File: src/rtl/cpu_sequencer.sv
// Multi-cycle control sequencer for the 16-bit RISC datapath: walks fetch/decode/execute/memory/writeback,
// owns the instruction/data memory handshakes, the request timeout and halt/resume.
module cpu_sequencer #(
  parameter int unsigned TIMEOUT = 15
) (
  input  logic       clk,
  input  logic       rst_n,
  input  logic       run,
  input  logic       memr,
  input  logic       memw,
  input  logic       regw_en,
  input  logic       b,
  input  logic       jmp,
  input  logic       hlt,
  input  logic       upd_flag,
  input  logic       br_taken,
  input  logic       mem_ack,
  output logic       imem_req,
  output logic       dmem_req,
  output logic       dmem_we,
  output logic       ir_load,
  output logic       pc_inc,
  output logic       pc_load,
  output logic       rf_we,
  output logic       flag_we,
  output logic       halted,
  output logic       mem_timeout,
  output logic [2:0] state
);

  localparam logic [2:0] S_IDLE   = 3'd0;
  localparam logic [2:0] S_FETCH  = 3'd1;
  localparam logic [2:0] S_DECODE = 3'd2;
  localparam logic [2:0] S_EXEC   = 3'd3;
  localparam logic [2:0] S_MEM    = 3'd4;
  localparam logic [2:0] S_WB     = 3'd5;
  localparam logic [2:0] S_HALT   = 3'd6;

  logic [2:0] state_q;
  logic [2:0] state_d;
  logic       run_q;
  logic [7:0] wait_cnt;
  logic       timeout_q;
  logic       run_edge;
  logic       req_active;
  logic       tmo_hit;

  assign run_edge   = run & ~run_q;
  assign req_active = (state_q == S_FETCH) || (state_q == S_MEM);
  // A same-cycle ack always beats the timeout.
  assign tmo_hit    = req_active & ~mem_ack & (wait_cnt == 8'(TIMEOUT));

  always_comb begin
    state_d = state_q;
    case (state_q)
      S_IDLE: begin
        if (run_edge) state_d = S_FETCH;
      end
      S_FETCH: begin
        if (mem_ack)      state_d = S_DECODE;
        else if (tmo_hit) state_d = S_HALT;
      end
      S_DECODE: begin
        if (hlt)      state_d = S_HALT;
        else if (jmp) state_d = S_FETCH;
        else          state_d = S_EXEC;
      end
      S_EXEC: begin
        if (b)                state_d = S_FETCH;
        else if (memr | memw) state_d = S_MEM;
        else if (regw_en)     state_d = S_WB;
        else                  state_d = S_FETCH;
      end
      S_MEM: begin
        if (mem_ack)      state_d = memr ? S_WB : S_FETCH;
        else if (tmo_hit) state_d = S_HALT;
      end
      S_WB: begin
        state_d = S_FETCH;
      end
      S_HALT: begin
        if (run_edge) state_d = S_FETCH;
      end
      default: begin
        state_d = S_IDLE;
      end
    endcase
  end

  always_comb begin
    imem_req = 1'b0;
    dmem_req = 1'b0;
    dmem_we  = 1'b0;
    ir_load  = 1'b0;
    pc_inc   = 1'b0;
    pc_load  = 1'b0;
    rf_we    = 1'b0;
    flag_we  = 1'b0;
    halted   = 1'b0;
    case (state_q)
      S_FETCH: begin
        imem_req = 1'b1;
        ir_load  = mem_ack;
        pc_inc   = mem_ack;
      end
      S_DECODE: begin
        pc_load = jmp & ~hlt;
      end
      S_EXEC: begin
        flag_we = upd_flag;
        pc_load = b & br_taken;
      end
      S_MEM: begin
        dmem_req = 1'b1;
        dmem_we  = memw;
      end
      S_WB: begin
        rf_we = 1'b1;
      end
      S_HALT: begin
        halted = 1'b1;
      end
      default: begin
      end
    endcase
  end

  always_ff @(posedge clk) begin
    if (!rst_n) begin
      state_q   <= S_IDLE;
      run_q     <= 1'b0;
      wait_cnt  <= '0;
      timeout_q <= 1'b0;
    end else begin
      state_q <= state_d;
      run_q   <= run;
      // Counter restarts on every entry into a requesting state.
      if ((state_d != state_q) && ((state_d == S_FETCH) || (state_d == S_MEM)))
        wait_cnt <= '0;
      else if (req_active && !mem_ack)
        wait_cnt <= wait_cnt + 8'd1;
      if (tmo_hit)
        timeout_q <= 1'b1;
    end
  end

  assign mem_timeout = timeout_q;
  assign state       = state_q;

endmodule

File: config.mk
export PLATFORM = sky130hd
export DESIGN_NAME = cpu_sequencer
export DESIGN_NICKNAME = d
export VERILOG_FILES = /design/src/rtl/cpu_sequencer.sv
export SDC_FILE = /design/constraint.sdc
export NUM_CORES = 1
export LEC_CHECK = 0
export CORE_ASPECT_RATIO = 0.9
export CORE_MARGIN = 8
export CORE_UTILIZATION = 46
export DETAILED_ROUTE_END_ITERATION = 8
export PLACE_DENSITY = 0.76
export SYNTH_ARGS = -nofsm -noshare
export SYNTH_HDL_FRONTEND = slang
export SYNTH_SLANG_ARGS = --single-unit
File: constraint.sdc
create_clock -name clk -period 2.2 [get_ports clk]
set_input_delay 0.33 -clock clk [delete_from_list [all_inputs] [get_ports clk]]
set_output_delay 0.33 -clock clk [all_outputs]
set_load 0.005 [all_outputs]
# Word level (Yosys, flattened, before mapping)
# Index checks and enable logic that the tools add are counted.
[totals]
wordCells = 52
out_inout_bits = 13
register_bits = 13
[op_classes]
n_reduce_logical = 8
bitwise_logic = 10
n_eq_ne = 10
addsub = 1
muxes = 19
[op_table]
columns = ["op", "n"]
rows = [
  ["2-to-1 mux 3 bit", 9],
  ["case mux 3 bit (6 select lines)", 1],
  ["== test 3 bit, second input constant", 4],
  ["adder 8 x 1 -> 8 bit, second input constant", 1],
  ["== test 8 x 4 -> 1 bit, second input constant", 1],
  ["2-to-1 mux 1 bit", 7],
  ["== test 3 x 1 -> 1 bit, second input constant", 2],
  ["== test 3 x 2 -> 1 bit, second input constant", 2],
  ["bitwise AND 1 bit", 5],
  ["NOT 1 bit", 4],
  ["OR reduction 2 bit", 2],
  ["zero test 3 bit", 1],
  ["!= test 3 bit", 1],
  ["logical AND 1 bit", 2],
  ["logical OR 1 bit", 2],
  ["2-to-1 mux 2 bit", 1],
  ["case mux 1 bit (2 select lines)", 1],
  ["zero test 1 bit", 1],
  ["OR 1 bit", 1],
]

# Depth between registers and ports, before layout
[logic_depth]
ltp_word = 11
depth_mapped = 7

# Worst setup path before layout
# No wires, ideal clock.
[synth_timing]
path_kind = "register to register"
start = "register state_q[2], in the netlist state[2]"
end = "register wait_cnt[0]"
arrival_time_ns = 1.518
required_ns = 2.072
path_stages_with_launch = 6
setup_slack_ns = 0.554
setup_ns = 0.128
n_path_buf = 0
period_less_slack_ns = 1.646
path_cell_list = "dfxtp_1 -> or4b_1 -> a21o_1 -> and4_4 -> a31oi_4 -> a21oi_1"
[synth_between]
elab_chain_cells = 11
word_cells_on_any_way = 23
cone_classes = "eq/ne (9); mux (5); bitwise (2); reduce/logical (7)"
[synth_lines]
columns = ["element", "line", "text"]
rows = [
  ["start: declaration", "39", "logic [2:0] state_q;"],
  ["start signal: assignment", "135", "state_q <= state_d;"],
  ["== test 3 x 1 -> 1 bit / == test 3 bit (equally long branches)", "49, 55", ""],
  ["logical OR 1 bit", "49", "assign req_active = (state_q == S_FETCH) || (state_q == S_MEM);"],
  ["bitwise AND 1 bit (2 in series)", "51", "assign tmo_hit = req_active & ~mem_ack & (wait_cnt == 8'(TIMEOUT));"],
  ["2-to-1 mux 3 bit", "61, 76", ""],
  ["2-to-1 mux 3 bit (on tied branches)", "75, 60", ""],
  ["case mux 3 bit (6 select lines)", "55", "case (state_q)"],
  ["== test 3 x 1 -> 1 bit / == test 3 bit (equally long branches)", "138", "if ((state_d != state_q) && ((state_d == S_FETCH) || (state_d == S_MEM)))"],
  ["logical OR 1 bit", "138", ""],
  ["logical AND 1 bit", "138", ""],
  ["OR reduction 2 bit (no line)", "--", ""],
  ["end signal: assignment", "141", "wait_cnt <= wait_cnt + 8'd1;"],
  ["end: declaration", "42", "logic [7:0] wait_cnt;"],
]
# Several ways; a longest one is shown, not always the timed one.
# A chain may end at the register's enable or synchronous reset.

# Final worst setup path
[layout_timing]
start = "input port mem_ack"
end = "output port ir_load"
[layout_between]
elab_chain_cells = 1
[layout_lines]
columns = ["element", "line", "text"]
rows = [
  ["start: declaration", "17", "input logic mem_ack,"],
  ["2-to-1 mux 1 bit", "100", "case (state_q)"],
  ["end: declaration", "21", "output logic ir_load,"],
]
# Every way passes these cells.

==> results.toml <==
[synthesis]
synth_cell_types = 45
yosys.cell_count.top_type = "dfxtp_1"
synth_top_area_frac = 0.302
yosysWarnings = 0
synth_ff_type = "dfxtp_1"
ys_top_cells_by_count = "dfxtp_1, a21oi_1, and2_1, xor2_1"
syn_nets = 108
synth_edf_count = 0
avgSynthCellArea_um2 = 9.06
synthArstFlopShare = 0
syn_area_um2 = 861
ys_seq_area_frac = 0.302
netlist_instances = 95
ys_ff_latch = 13
yosys.area.top_type = "dfxtp_1"
synth_area_leaders = "dfxtp_1, xor2_1, a21oi_1"

[timing]
slew_headroom = 0.768
tightest_slew_ns = 0.348
fmax_mhz = 472
setup_viol = 0
whs_ns = 0.461
finalHoldViolCount = 0
fin_skew_ns = 0.00305
grt_setup_unrepaired = "false"
fin_crit_ns = 2.12
maxSlewViolCount = 0
fin_tns_setup_ns = 0
finalCritPeriodShare = 0.963

[global_route]
grt_pass1_wl_um = 3470
grt_pass1_vias = 786
grt_overflow = 0
antenna_found_initial = 0
grt_max_degree = 15
track_usage = 0.126

[setup_path]
required_ns = 1.87
critPathKind = "input pin to output port"
cp_data_arrival_time_ns = 1.79
cp_common_cell = "clkdlybuf4s50_1"
rr_endpoint = "wait_cnt[4]$_SDFFE_PP0P_"
critPathMaxFanout = 5
r2r-start = "wait_cnt[0]$_SDFFE_PP0P_"
cp-end-kind = "output port"
reg2reg_slack_ns = 0.29
slowest_delay_ns = 0.57
reg2reg_depth = 6
crit_chain = "clkdlybuf4s50_1 -> inv_1 -> nor4_1 -> clkdlybuf4s50_1"
startpoint_type = "input pin"
critical_path.slowest_cell = "clkdlybuf4s50_1"

[drt]
routed_via_density = 5.72
first_pass_iters = 4
drc = 0
drtAntennaViolNets = 0
drt_iter0_markers = 22
wl_per_cell_um = 14.6
totalWireLength_um = 2120
vias = 830

[clock_tree]
cts_root_buf = "clkbuf_4"
cts_tree = "built"
numCtsBuffers = 3
clk_pin_slew_ns = 0.07
cts_max_path_buffers = 2
cts.sinks = 13
hold_buffers = 0
clk_latency_ns = 0.27
htreeDepth = 1

[placement]
gp_congestion = 0.830
place_area_um2 = 1110
hpwl_um = 1660
dpl.cell_count = 141
port_buffers = 24

[cells_and_area]
nNetsFinal = 134
multi_input_area_um2 = 561
area_growth_pct = 33.4
drive_above_1_share = 0.158
layout.area.seq_um2 = 264
stdcell_count = 145
utilization = 0.624
fillers = 165
finish.instance_area_um2 = 1150
antenna_cells = 0

[min_path]
whs_path_depth = 2
hp-start = "mem_timeout$_SDFFE_PN0P_"
holdPathEnd = "mem_timeout$_SDFFE_PN0P_"
min_path_type = "flip-flop to flip-flop"

[flow_run]
cap_violations = 0

[power_and_ir_drop]
power.density_nw_per_um2 = 493
p_leak_uw = 0.000413
peakVddDrop_mv = 0.475

[floorplanning]
ios = 25
core_area_um2 = 1840
rows = 15
chipWidth_um = 61.6
dieArea_um2 = 3510
start_util = 0.468
die_h_um = 57.0

[outcome]
status = "completed"
[sequential cells by signal (all words and copies together), names as in the netlist]
register,flops
state,3
mem_timeout,1
run_q,1
wait_cnt,8
[per-stage QoR]
stage	setup slack (ns)	total power, uW
floorplan	0.554	362
global placement	0.0344	422
detailed placement	-0.0318	422
finish	0.0823	566
global route	0.00878	603
CTS	0.00402	567
[layout by cell type (no fill, tap or decap), drive strengths merged, types with 3 or more instances in the layout]
cell type / instances
nand3: 5
nor2b: 3
dfxtp: 13
nand2: 3
xor2: 7
a21oi: 8
and2: 6
clkdlybuf4s50: 24
clkbuf: 4
and3: 3
nor2: 3
inv: 3
o21ai: 3
[cells by family after synthesis]
| family | share of synthesized area |
|---|---|
| multiplexers | 0.0116 |
| AO/OA/AOI/OAI | 0.209 |
| AND/OR/NAND/NOR | 0.315 |
| flip-flops | 0.302 |
| adder cells (fa/ha/maj) | 0.0145 |
| buffers and inverters | 0.0567 |
| XOR/XNOR | 0.0901 |
[area by class of cell]
cell class / count / share of cell area
clock buffers: 4 / 0.0229
inverters: 3 / 0.00980
multi-input cells: 74 / 0.488
flip-flops and latches: 13 / 0.230
well taps: 25 / 0.0272
repair buffers: 26 / 0.222
[worst max path at each step]
stage                              startpoint                        to  depth (start not counted)
final                                 mem_ack                   ir_load                          4
after global routing                  mem_ack                   ir_load                          4
after CTS                 state[2]$_SDFF_PN0_                   dmem_we                          3
after detailed placement              mem_ack  wait_cnt[4]$_SDFFE_PP0P_                          6
after global placement                mem_ack  wait_cnt[0]$_SDFFE_PP0P_                          6
after floorplan           state[2]$_SDFF_PN0_  wait_cnt[0]$_SDFFE_PP0P_                          5
[where the power goes]
part	internal, uW	switching, uW	total (uW)	leakage, uW
Combinational	87.4	70.4	158	0.000292
Sequential	245	19.7	265	0.000107
Clock	70.2	73.3	143	0.0000150
[worst max-delay path, delay by kind of cell]
family | cells | cell delay, ns
and+or+nand+nor | 1 | 0.24
buffers and inverters | 3 | 1.22
[metal layers]
| layer | global-route usage | up-vias | wire length, um |
|---|---|---|---|
| li1 | - | 403 | - |
| met1 | 0.157 | 389 | 939 |
| met2 | 0.191 | 36 | 976 |
| met3 | 0.0583 | 2 | 193 |
| met4 | 0.0292 | 0 | 12 |
| met5 | 0 | - | 0 |
[what timing repair did]
item / 4_1_cts / 5_1_grt
buffers inserted: 0 / 0
hold endpoints to repair: 0 / 0
setup endpoints to repair: 2 / 4
resized for setup: 1 / 4
pin swaps: 0 / 0
Note: power is estimated with default switching activity, not from simulation.
